[config.mk]
export PLATFORM = sky130hd
export DESIGN_NAME = load_store_unit
export DESIGN_NICKNAME = d
export VERILOG_FILES = /design/src/rtl/load_store_unit.sv
export SDC_FILE = /design/constraint.sdc
export NUM_CORES = 1
export LEC_CHECK = 0
export CORE_AREA = 2 2 144 146
export DETAILED_ROUTE_END_ITERATION = 8
export DIE_AREA = 0 0 146 148
export SETUP_SLACK_MARGIN = 0.2
export SYNTH_ARGS = -nofsm -noshare
export SYNTH_HDL_FRONTEND = slang
export SYNTH_SLANG_ARGS = --single-unit
[constraint.sdc]
create_clock -name clk -period 6 [get_ports clk]
set_input_delay 0.6 -clock clk [delete_from_list [all_inputs] [get_ports clk]]
set_output_delay 0.6 -clock clk [all_outputs]
set_load 0.03 [all_outputs]
[src/rtl/load_store_unit.sv]
// load_store_unit: memory-stage load/store unit driving a word-addressed req/gnt/rvalid data bus
//   Inputs : clk, rst_n (async, active low), reqValid/memRead/memWrite/loadCtrl/storeCtrl/addr/storeData
//            from execute; memGnt/memRvalid/memRdata from the data memory
//   Outputs: stall to the pipeline; loadData/loadValid/busErr/misalign results;
//            memReq/memWe/memAddr/memByteEn/memWdata to the data memory
//   Param  : TIMEOUT_CYCLES bus cycles allowed in REQ+WAIT before the access is aborted
//   Macro  : LSU_MISALIGN_TRAP_EN traps misaligned half/word accesses instead of issuing them
module load_store_unit #(
  parameter int TIMEOUT_CYCLES = 255
) (
  input  logic        clk,
  input  logic        rst_n,
  input  logic        reqValid,
  input  logic        memRead,
  input  logic        memWrite,
  input  logic [2:0]  loadCtrl,
  input  logic [1:0]  storeCtrl,
  input  logic [31:0] addr,
  input  logic [31:0] storeData,
  output logic        stall,
  output logic [31:0] loadData,
  output logic        loadValid,
  output logic        busErr,
  output logic        misalign,
  output logic        memReq,
  output logic        memWe,
  output logic [31:0] memAddr,
  output logic [3:0]  memByteEn,
  output logic [31:0] memWdata,
  input  logic        memGnt,
  input  logic        memRvalid,
  input  logic [31:0] memRdata
);
  localparam int CW = $clog2(TIMEOUT_CYCLES + 1);
  typedef enum logic [1:0] {IDLE, REQ, WAIT, DONE} state_t;
  state_t        state_q, state_d;
  logic          we_q, we_d;
  logic [31:0]   addr_q, addr_d;
  logic [31:0]   data_q, data_d;
  logic [2:0]    lctrl_q, lctrl_d;
  logic [1:0]    sctrl_q, sctrl_d;
  logic [CW-1:0] cnt_q, cnt_d;
  logic [31:0]   ld_q, ld_d;
  logic          err_q, err_d;
  logic          mis_q, mis_d;
  logic          accept, mis_in, timeout;
  logic          ld_byte, ld_half, ld_sign, st_byte, st_half;
  logic [1:0]    off;
  logic [31:0]   shifted, ext, st_wdata;
  logic [3:0]    st_be;
  assign accept  = reqValid & (memRead | memWrite);
  assign timeout = cnt_q == CW'(TIMEOUT_CYCLES - 1);
`ifdef LSU_MISALIGN_TRAP_EN
  // Alignment is judged on the incoming op so a bad access never reaches the bus.
  assign mis_in = memWrite
    ? ((storeCtrl == 2'b01) & addr[0]) | (storeCtrl[1] & |addr[1:0])
    : ((loadCtrl[1:0] == 2'b01) & addr[0]) | (loadCtrl[1] & |addr[1:0]) | ((loadCtrl[1:0] == 2'b11) & |addr[1:0]);
`else
  assign mis_in = 1'b0;
`endif
  // Unlisted loadCtrl codes fall through to word; storeCtrl 11 behaves as SW.
  assign ld_byte = lctrl_q[1:0] == 2'b00;
  assign ld_half = lctrl_q[1:0] == 2'b01;
  assign ld_sign = ~lctrl_q[2];
  assign st_byte = sctrl_q == 2'b00;
  assign st_half = sctrl_q == 2'b01;
  // Sub-word offset honours only the address bits meaningful for the access size.
  assign off     = ld_byte ? addr_q[1:0] : ld_half ? {addr_q[1], 1'b0} : 2'b00;
  assign shifted = memRdata >> {off, 3'b000};
  assign ext     = ld_byte ? {{24{ld_sign & shifted[7]}}, shifted[7:0]}
                 : ld_half ? {{16{ld_sign & shifted[15]}}, shifted[15:0]}
                 : shifted;
  assign st_be    = st_byte ? 4'b0001 << addr_q[1:0] : st_half ? (addr_q[1] ? 4'b1100 : 4'b0011) : 4'b1111;
  assign st_wdata = st_byte ? {4{data_q[7:0]}} : st_half ? {2{data_q[15:0]}} : data_q;
  always_comb begin
    state_d = state_q;
    we_d    = we_q;
    addr_d  = addr_q;
    data_d  = data_q;
    lctrl_d = lctrl_q;
    sctrl_d = sctrl_q;
    cnt_d   = cnt_q;
    ld_d    = ld_q;
    err_d   = err_q;
    mis_d   = mis_q;
    case (state_q)
      IDLE: if (accept) begin
        we_d    = memWrite;
        addr_d  = addr;
        data_d  = storeData;
        lctrl_d = loadCtrl;
        sctrl_d = storeCtrl;
        cnt_d   = '0;
        err_d   = 1'b0;
        mis_d   = mis_in;
        state_d = mis_in ? DONE : REQ;
      end
      REQ: begin
        cnt_d = cnt_q + 1'b1;
        if (memGnt) state_d = we_q ? DONE : WAIT;
        else if (timeout) begin
          state_d = DONE;
          err_d   = 1'b1;
          ld_d    = '0;
        end
      end
      WAIT: begin
        cnt_d = cnt_q + 1'b1;
        if (memRvalid) begin
          ld_d    = ext;
          state_d = DONE;
        end else if (timeout) begin
          state_d = DONE;
          err_d   = 1'b1;
          ld_d    = '0;
        end
      end
      default: state_d = IDLE;
    endcase
  end
  always_ff @(posedge clk or negedge rst_n) begin
    if (!rst_n) begin
      state_q <= IDLE;
      we_q    <= 1'b0;
      addr_q  <= '0;
      data_q  <= '0;
      lctrl_q <= '0;
      sctrl_q <= '0;
      cnt_q   <= '0;
      ld_q    <= '0;
      err_q   <= 1'b0;
      mis_q   <= 1'b0;
    end else begin
      state_q <= state_d;
      we_q    <= we_d;
      addr_q  <= addr_d;
      data_q  <= data_d;
      lctrl_q <= lctrl_d;
      sctrl_q <= sctrl_d;
      cnt_q   <= cnt_d;
      ld_q    <= ld_d;
      err_q   <= err_d;
      mis_q   <= mis_d;
    end
  end
  // rst_n gates stall so the pipeline is released while reset is held even if reqValid stays high.
  assign stall     = rst_n & (((state_q == IDLE) & accept) | (state_q == REQ) | (state_q == WAIT));
  assign memReq    = state_q == REQ;
  assign memWe     = memReq & we_q;
  assign memAddr   = {addr_q[31:2], 2'b00};
  assign memByteEn = memWe ? st_be : 4'b0000;
  assign memWdata  = memWe ? st_wdata : 32'h0;
  assign loadData  = ld_q;
  assign loadValid = (state_q == DONE) & ~we_q & ~err_q & ~mis_q;
  assign busErr    = (state_q == DONE) & err_q;
  assign misalign  = (state_q == DONE) & mis_q;
endmodule

==> load_flow_metrics.sql, run 1 <==
INSERT INTO impl_metrics (metric_group, metric, value, unit) VALUES
('floorplan', 'std_cell_rows', '52', ''),
('timing', 'hold_violations', '0', ''),
('yosys', 'postSynth.asyncResetShare', '100', '%'),
('finish', 'signed_area_change_from_the_synthesized_netlist_to_the_final_layout', '45.2', '%'),
('floorplan', 'coreArea', '20000', 'um^2'),
('routing', 'wl_met3', '1.34', 'mm'),
('worst_setup_path', 'timing.critical_path.to_type', 'primary output', ''),
('power_and_ir_drop', 'power.switching', '2.10', 'mW'),
('floorplan', 'start_util', '29.6', '%'),
('run_status', 'outcome', 'completed', ''),
('timing', 'fin_skew', '0.0132', 'ns'),
('yosys', 'most_used_flip_flop_cell_after_synthesis', 'sky130_fd_sc_hd__dfrtp_1', ''),
('global_routing', 'via_count_of_the_first_global_routing_pass', '4979', ''),
('clocking', 'insertion_delay', '0.41', 'ns'),
('timing', 'worst_margin_pin_slew', '0.956', 'ns'),
('timing', 'worst_hold_margin', '0.0965', 'ns'),
('yosys', 'netlist_instances', '530', ''),
('finish', 'final-instance-count-excl-fill', '981', ''),
('yosys', 'post_synth_main_area_contributors', 'sky130_fd_sc_hd__dfrtp_1 48%, sky130_fd_sc_hd__mux2_2 13%, sky130_fd_sc_hd__buf_4 4.4%', ''),
('worst_setup_path', 'crit_path_start_kind', 'flip-flop', ''),
('placed_design', 'gp_congestion', '0.819', ''),
('routing', 'detail_route.iter0.violations', '257', ''),
('worst_setup_path', 'worst_ep_required_time', '5.40', 'ns'),
('floorplan', 'die_w', '146', 'um'),
('worst_setup_path', 'path_max_fanout', '29', ''),
('placed_design', 'post-dp-hpwl', '12.8', 'mm'),
('global_routing', 'antenna_found_initial', '0', ''),
('routing', 'final_antenna_net_count', '0', ''),
('yosys', 'netlist.area_leader.share', '47.7', '%'),
('routing', 'm1_wire_length', '7.67', 'mm'),
('routing', 'top_signal_layer_used', 'met4', ''),
('timing', 'setup_viol_count_final', '0', ''),
('clocking', 'clk_transition_reported_paths', '0.06', 'ns'),
('floorplan', 'dieArea', '21600', 'um^2'),
('placed_design', 'port-buffer-count', '210', ''),
('clocking', 'holdBufCountCts', '0', ''),
('power_and_ir_drop', 'power_frac_seq', '29.5', '%'),
('routing', 'routed-wl-met2', '8.33', 'mm'),
('yosys', 'synth_largest_area_cell', 'sky130_fd_sc_hd__dfrtp_1', ''),
('clocking', 'cts_tree', 'yes', ''),
('yosys', 'yosysUniqueCellTypes', '56', ''),
('global_routing', 'grt.total_usage', '16.5', '%'),
('power_and_ir_drop', 'p_per_area', '582', 'nW/um^2'),
('worst_setup_path', 'ff2ff_path_depth', '5', ''),
('timing', 'totalNegativeSetupSlack', '0', 'ns'),
('finish', 'num-nets-final', '813', ''),
('placed_design', 'post-place-ws', '2.42', 'ns'),
('routing', 'wl', '17.7', 'mm'),
('power_and_ir_drop', 'combinationalPowerShare', '50.0', '%'),
('power_and_ir_drop', 'power_switching_share', '41.8', '%'),
('placed_design', 'placed_cells_incl_taps', '949', ''),
('worst_hold_path', 'min-delay-path-class', 'input pin to async pin', ''),
('timing', 'grt_setup_unrepaired', 'false', ''),
('yosys', 'syn-cell-area', '5930', 'um^2'),
('floorplan', 'pin_count', '214', ''),
('finish', 'num_antenna_cells', '0', ''),
('routing', 'vias_per_cell', '4.91', ''),
('routing', 'detailroute.via_count', '4815', ''),
('global_routing', 'global_route.overflow_total', '0', ''),
('clocking', 'postCtsSetupBuffers', '0', ''),
('timing', 'fmax', '0.263', 'GHz'),
('clocking', 'clk_sink_count', '113', ''),
('timing', 'final_critical_path_setup_slack', '2.20', 'ns'),
('clocking', 'cts_max_level', '4', ''),
('timing', 'max-slew-margin-rel', '36.3', '%'),
('yosys', 'syn-mean-instance-area', '11.2', 'um^2'),
('yosys', 'synthesis.yosys.warnings', '0', ''),
('timing', 'finalCriticalPeriod', '3.80', 'ns'),
('worst_setup_path', 'cp.arrival', '3.20', 'ns'),
('routing', 'firstDrtPassIters', '4', ''),
('timing', 'final_worst_path_cycle_share', '63.3', '%');
[layout by cell type (no fill, tap or decap), types with 5 or more instances in the layout]
cell type / netlist / layout
sky130_fd_sc_hd__clkdlybuf4s50_1: 0 / 209
sky130_fd_sc_hd__nor2b_1: 6 / 6
sky130_fd_sc_hd__a21oi_1: 36 / 36
sky130_fd_sc_hd__nor3_1: 5 / 5
sky130_fd_sc_hd__inv_1: 11 / 11
sky130_fd_sc_hd__mux4_2: 6 / 6
sky130_fd_sc_hd__buf_4: 35 / 6
sky130_fd_sc_hd__a211oi_1: 6 / 6
sky130_fd_sc_hd__inv_6: 0 / 8
sky130_fd_sc_hd__dfrtp_1: 113 / 113
sky130_fd_sc_hd__clkbuf_16: 0 / 17
sky130_fd_sc_hd__a22o_1: 14 / 14
sky130_fd_sc_hd__o21ai_0: 23 / 23
sky130_fd_sc_hd__a221o_2: 10 / 10
sky130_fd_sc_hd__mux2i_1: 23 / 23
sky130_fd_sc_hd__and3_1: 10 / 10
sky130_fd_sc_hd__a211o_1: 8 / 8
sky130_fd_sc_hd__ha_1: 7 / 7
sky130_fd_sc_hd__nor2_1: 39 / 39
sky130_fd_sc_hd__nand2_1: 29 / 28
sky130_fd_sc_hd__mux2_2: 70 / 70
[cell type report]
type | instances | area, um^2
clock inverters | 15 | 168
clock buffers | 17 | 425
inverters | 11 | 41.3
fillers | 1949 | 11400
flip-flops and latches | 113 | 2830
repair buffers | 215 | 2140
well taps | 270 | 338
multi-input cells | 340 | 2680
[through the flow]
step,instance area (um^2),util (%)
global route,8620,43.0
finish,8620,43.0
global placement,8020,40.0
floorplan,5940,-
CTS,8620,43.0
detailed placement,8020,40.0
[cells in the mapped netlist, drive strengths merged (2+ instances only)]
cell     count
dfrtp      113
mux2        70
buf         47
nor2        40
a21oi       37
nand2       29
o21ai       24
mux2i       23
clkbuf      21
a22o        14
a221o       12
inv         11
and3        10
a211o        9
ha           7
mux4         7
a211oi       6
nor2b        6
nor3         6
nand2b       4
and2         3
nand3        3
nor3b        3
a2111oi      2
a21boi       2
o311ai       2
o31ai        2
[flip-flops by register name (all words and copies together), names as in the netlist]
signal,cells
sctrl_q,2
we_q,1
data_q,32
err_q,1
addr_q,32
loadData,32
cnt_q,8
lctrl_q,3
state_q,2
[cells by family (layout without fill, tap and decap cells)]
group | count (synthesis) | after routing | share of synthesized area [%]
compound gates | 118 | 118 | 13.8
mux | 100 | 100 | 19.9
other cells | 1 | 3 | 0.0632
buf+inv | 79 | 258 | 7.55
flops | 113 | 113 | 47.7
fa+ha+maj | 7 | 7 | 1.48
simple gates | 110 | 110 | 9.24
xor+xnor | 2 | 2 | 0.295
[power groups by stage]
stage	combinational (mW)	clock, mW	sequential [mW]
after floorplan	1.63	0	1.54
after global placement	2.49	0	1.47
after detailed placement	2.52	0	1.49
after CTS	2.53	1.05	1.48
after global routing	2.68	1.09	1.54
final	2.51	1.03	1.48
[per-layer routing]
metal,global-route usage (%),vias up
met5,0,-
met4,5.00,0
met3,5.90,25
met2,26.4,198
met1,21.1,2375
li1,-,2217
[path summary, 6_finish.rpt]
check | slack [ns] | to
max | 2.20 | memWdata[12]
min | 0.1 | loadData[3]
max reg2reg | 3.24 | loadData[19]
min reg2reg | 0.48 | loadData[15]
max in group asynchronous | 4.95 | data_q[12]
min in group clk | 0.48 | loadData[15]
[critical path: stages, from the launching register on]
cell	delay, ns
sky130_fd_sc_hd__dfrtp_1	0.41
sky130_fd_sc_hd__inv_1	0.11
sky130_fd_sc_hd__ha_1	0.51
sky130_fd_sc_hd__nand2_1	0.68
sky130_fd_sc_hd__a21oi_1	0.35
sky130_fd_sc_hd__clkdlybuf4s50_1	0.71
No activity file was read; power rests on OpenSTA's default activity.
==> run 2, diff against run 1 <==
==> constraint.sdc (replaced) <==
create_clock -name clk -period 3.6 [get_ports clk]
set_input_delay 0.36 -clock clk [delete_from_list [all_inputs] [get_ports clk]]
set_output_delay 0.36 -clock clk [all_outputs]
set_load 0.03 [all_outputs]
==> run 2 against run 1 <==
  * Worst setup slack lost 1.5 ns
  * Non-clock buffer count grew 4
  * Clock skew shrank 0.0047 ns
  * Sequential share of layout area shrank 0.18 points
  * Cell count grew 0.20%
  * Die area is the same
  * Wire length shrank 1.6%
  * Critical path depth grew 1
  * Hold slack gained 0.28 ns
==> load_flow_metrics.sql, run 2 (synthesis gave the netlist of run 1 again) <==
INSERT INTO impl_metrics (metric_group, metric, value, unit) VALUES
('global_routing', 'grt.total_usage', '16.0', '%'),
('placed_design', 'gp_congestion', '0.826', ''),
('floorplan', 'pin_count', '214', ''),
('routing', 'detailroute.via_count', '4802', ''),
('timing', 'slew_violations', '0', ''),
('finish', 'final_layout_size_suffix_gt1_share', '18.8', '%'),
('placed_design', 'post-dp-hpwl', '13.0', 'mm'),
('finish', 'num_antenna_cells', '0', ''),
('floorplan', 'dieArea', '21600', 'um^2'),
('run_status', 'outcome', 'completed', ''),
('worst_setup_path', 'worst-r2r-setup-slack', '1.14', 'ns'),
('global_routing', 'global_route.overflow_total', '0', ''),
('worst_setup_path', 'crit_path_start_kind', 'flip-flop', ''),
('timing', 'hold_violations', '0', ''),
('timing', 'max-slew-margin-rel', '37.6', '%'),
('worst_setup_path', 'bufs_and_invs_on_worst_path', '3', ''),
('floorplan', 'floorplan.die.height', '148', 'um'),
('timing', 'fin_skew', '0.00855', 'ns'),
('timing', 'totalNegativeSetupSlack', '0', 'ns'),
('routing', 'final_antenna_net_count', '0', ''),
('clocking', 'tritoncts.num_buffers', '17', ''),
('worst_setup_path', 'critical_path.reg2reg.startpoint', 'state_q[0]', ''),
('timing', 'grt_setup_unrepaired', 'false', ''),
('placed_design', 'port-buffer-count', '210', ''),
('timing', 'finalCriticalPeriod', '2.91', 'ns'),
('worst_setup_path', 'cp.arrival', '2.55', 'ns'),
('worst_setup_path', 'timing.rr.end', 'loadData[30]', ''),
('clocking', 'clk_transition_reported_paths', '0.06', 'ns'),
('timing', 'worst_margin_pin_slew', '0.936', 'ns'),
('finish', 'num-nets-final', '817', ''),
('worst_setup_path', 'path_max_fanout', '29', ''),
('worst_setup_path', 'worst_path_max_delay_cell', 'sky130_fd_sc_hd__clkdlybuf4s50_1', ''),
('finish', 'reg_area', '2830', 'um^2'),
('worst_setup_path', 'ff2ff_path_depth', '7', ''),
('power_and_ir_drop', 'peak_supply_drop', '0.000538', 'V'),
('worst_setup_path', 'crit_path_max_incr_delay', '0.70', 'ns'),
('worst_setup_path', 'timing.setup.critical_path_class', 'flip-flop to primary output', ''),
('timing', 'fmax', '0.344', 'GHz'),
('floorplan', 'die_w', '146', 'um'),
('clocking', 'clk_sink_count', '113', ''),
('clocking', 'clk_root_buffer_cell', 'sky130_fd_sc_hd__clkbuf_16', ''),
('global_routing', 'antenna_found_initial', '0', ''),
('timing', 'final_critical_path_setup_slack', '0.693', 'ns'),
('worst_setup_path', 'worst_ep_required_time', '3.24', 'ns'),
('timing', 'setup_viol_count_final', '0', ''),
('worst_setup_path', 'timing.critical_path.to_type', 'primary output', ''),
('worst_hold_path', 'min-delay-path-class', 'input pin to async pin', ''),
('clocking', 'cts_tree', 'yes', ''),
('power_and_ir_drop', 'p_per_area', '968', 'nW/um^2'),
('routing', 'vias_per_cell', '4.89', ''),
('clocking', 'cts_max_level', '4', ''),
('global_routing', 'first_pass_grt_wire_length', '27.1', 'mm'),
('finish', 'filler_cell_count', '1931', ''),
('placed_design', 'post-place-ws', '0.788', 'ns'),
('floorplan', 'std_cell_rows', '52', ''),
('worst_setup_path', 'critical_path_cell_sequence', 'inv_1 > ha_1 > buf_4 > nand2_2 > a21oi_1 > clkdlybuf4s50_1', ''),
('floorplan', 'start_util', '29.6', '%'),
('finish', 'layout.cells.most_common_list', '209 x sky130_fd_sc_hd__clkdlybuf4s50_1, 113 x sky130_fd_sc_hd__dfrtp_1, 70 x sky130_fd_sc_hd__mux2_2, 39 x sky130_fd_sc_hd__nor2_1, 36 x sky130_fd_sc_hd__a21oi_1', ''),
('finish', 'area_occupied_by_multi_input_gates', '2680', 'um^2'),
('floorplan', 'coreArea', '20000', 'um^2'),
('power_and_ir_drop', 'p_leak', '3.59', 'nW'),
('routing', 'firstDrtPassIters', '4', ''),
('timing', 'final_worst_path_cycle_share', '80.7', '%'),
('routing', 'detail_route.iter0.violations', '231', ''),
('finish', 'signed_area_change_from_the_synthesized_netlist_to_the_final_layout', '46.0', '%'),
('finish', 'layout_commonest_cell', 'sky130_fd_sc_hd__clkdlybuf4s50_1', ''),
('routing', 'wl', '17.4', 'mm'),
('clocking', 'cts_max_path_buffers', '2', ''),
('worst_setup_path', 'crit_family', 'buffers and inverters', ''),
('clocking', 'insertion_delay', '0.40', 'ns'),
('global_routing', 'via_count_of_the_first_global_routing_pass', '4958', ''),
('routing', 'routed_wire_length_per_instance', '17.7', 'um'),
('routing', 'post-route-drc-count', '0', ''),
('global_routing', 'grt_start_max_net_pins', '71', ''),
('flow_run', 'drv_cap', '0', '');
==> run 2: cell count changes in the layout (fill, tap and decap cells not counted), sizes merged <==
cell	before	now
buf	6	9
bufinv	2	4
clkbuf	17	19
clkinv	3	5
dlygate4sd3	0	1
inv	19	11
==> run 2: how the worst max path moves through the flow <==
| stage | depth (start not counted) | endpoint | slack (ns) | start |
|---|---|---|---|---|
| 6_report | 6 | memWdata[15] | 0.69 | state_q[1] |
| 5_1_grt | 6 | memWdata[11] | 0.48 | state_q[1] |
| 4_1_cts | 6 | memWdata[15] | 0.34 | state_q[1] |
| 3_5_place_dp | 6 | memWdata[15] | 0.79 | state_q[1] |
| 3_3_place_gp | 6 | memWdata[11] | 0.90 | state_q[1] |
| 2_1_floorplan | 5 | stall | 1.31 | state_q[1] |
==> run 2: stage by stage <==
stage | util [%] | std cells | hold slack [ns] | area [um^2] | total power, mW
after floorplan | - | 532 | 0.0644 | 5940 | 5.30
after global placement | 40.1 | 952 | 0.262 | 8050 | 6.61
after detailed placement | 40.1 | 952 | 0.258 | 8050 | 6.70
after CTS | 43.2 | 983 | 0.373 | 8660 | 8.49
after global routing | 43.2 | 983 | 0.382 | 8660 | 8.87
final | 43.2 | 983 | 0.380 | 8660 | 8.39
==> run 2: layout make-up <==
cell class / count / share of cell area (%)
flip-flops and latches: 113 / 32.6
multi-input cells: 340 / 30.9
repair buffers: 219 / 25.0
clock buffers: 19 / 5.11
well taps: 270 / 3.90
clock inverters: 11 / 1.89
inverters: 11 / 0.477
==> run 2: what timing repair did <==
action | in CTS | in global routing
hold buffers | 1 | 0
buffers inserted | 0 | 0
endpoints found under the hold margin | 18 | 0
setup endpoints to repair | 0 | 11
gates resized for setup | 0 | 1
==> run 2: report_power, final <==
part           total [mW]  switching [mW]  leakage (nW)  internal (mW)
Sequential           2.46           0.573          1.35           1.89
Combinational        4.19            2.24          1.94           1.95
Clock                1.73           0.571         0.294           1.16
==> run 2: worst reg2reg max path, cell delays in order (launching register included) <==
cell                      delay (ns)
sky130_fd_sc_hd__dfrtp_1        0.42
sky130_fd_sc_hd__inv_1          0.10
sky130_fd_sc_hd__ha_1           0.27
sky130_fd_sc_hd__and2_1         0.30
sky130_fd_sc_hd__and2_1         0.45
sky130_fd_sc_hd__o21ai_1        0.35
sky130_fd_sc_hd__a21bo_2        0.35
sky130_fd_sc_hd__a22o_1         0.15
==> run 2: routing by layer <==
layer / share of wire, % / track usage [%] / up-vias
met5: 0 / 0 / -
met4: 2.6 / 6.26 / 0
met3: 9.2 / 6.30 / 36
met2: 46 / 25.0 / 217
met1: 42 / 20.0 / 2326
li1: - / - / 2223
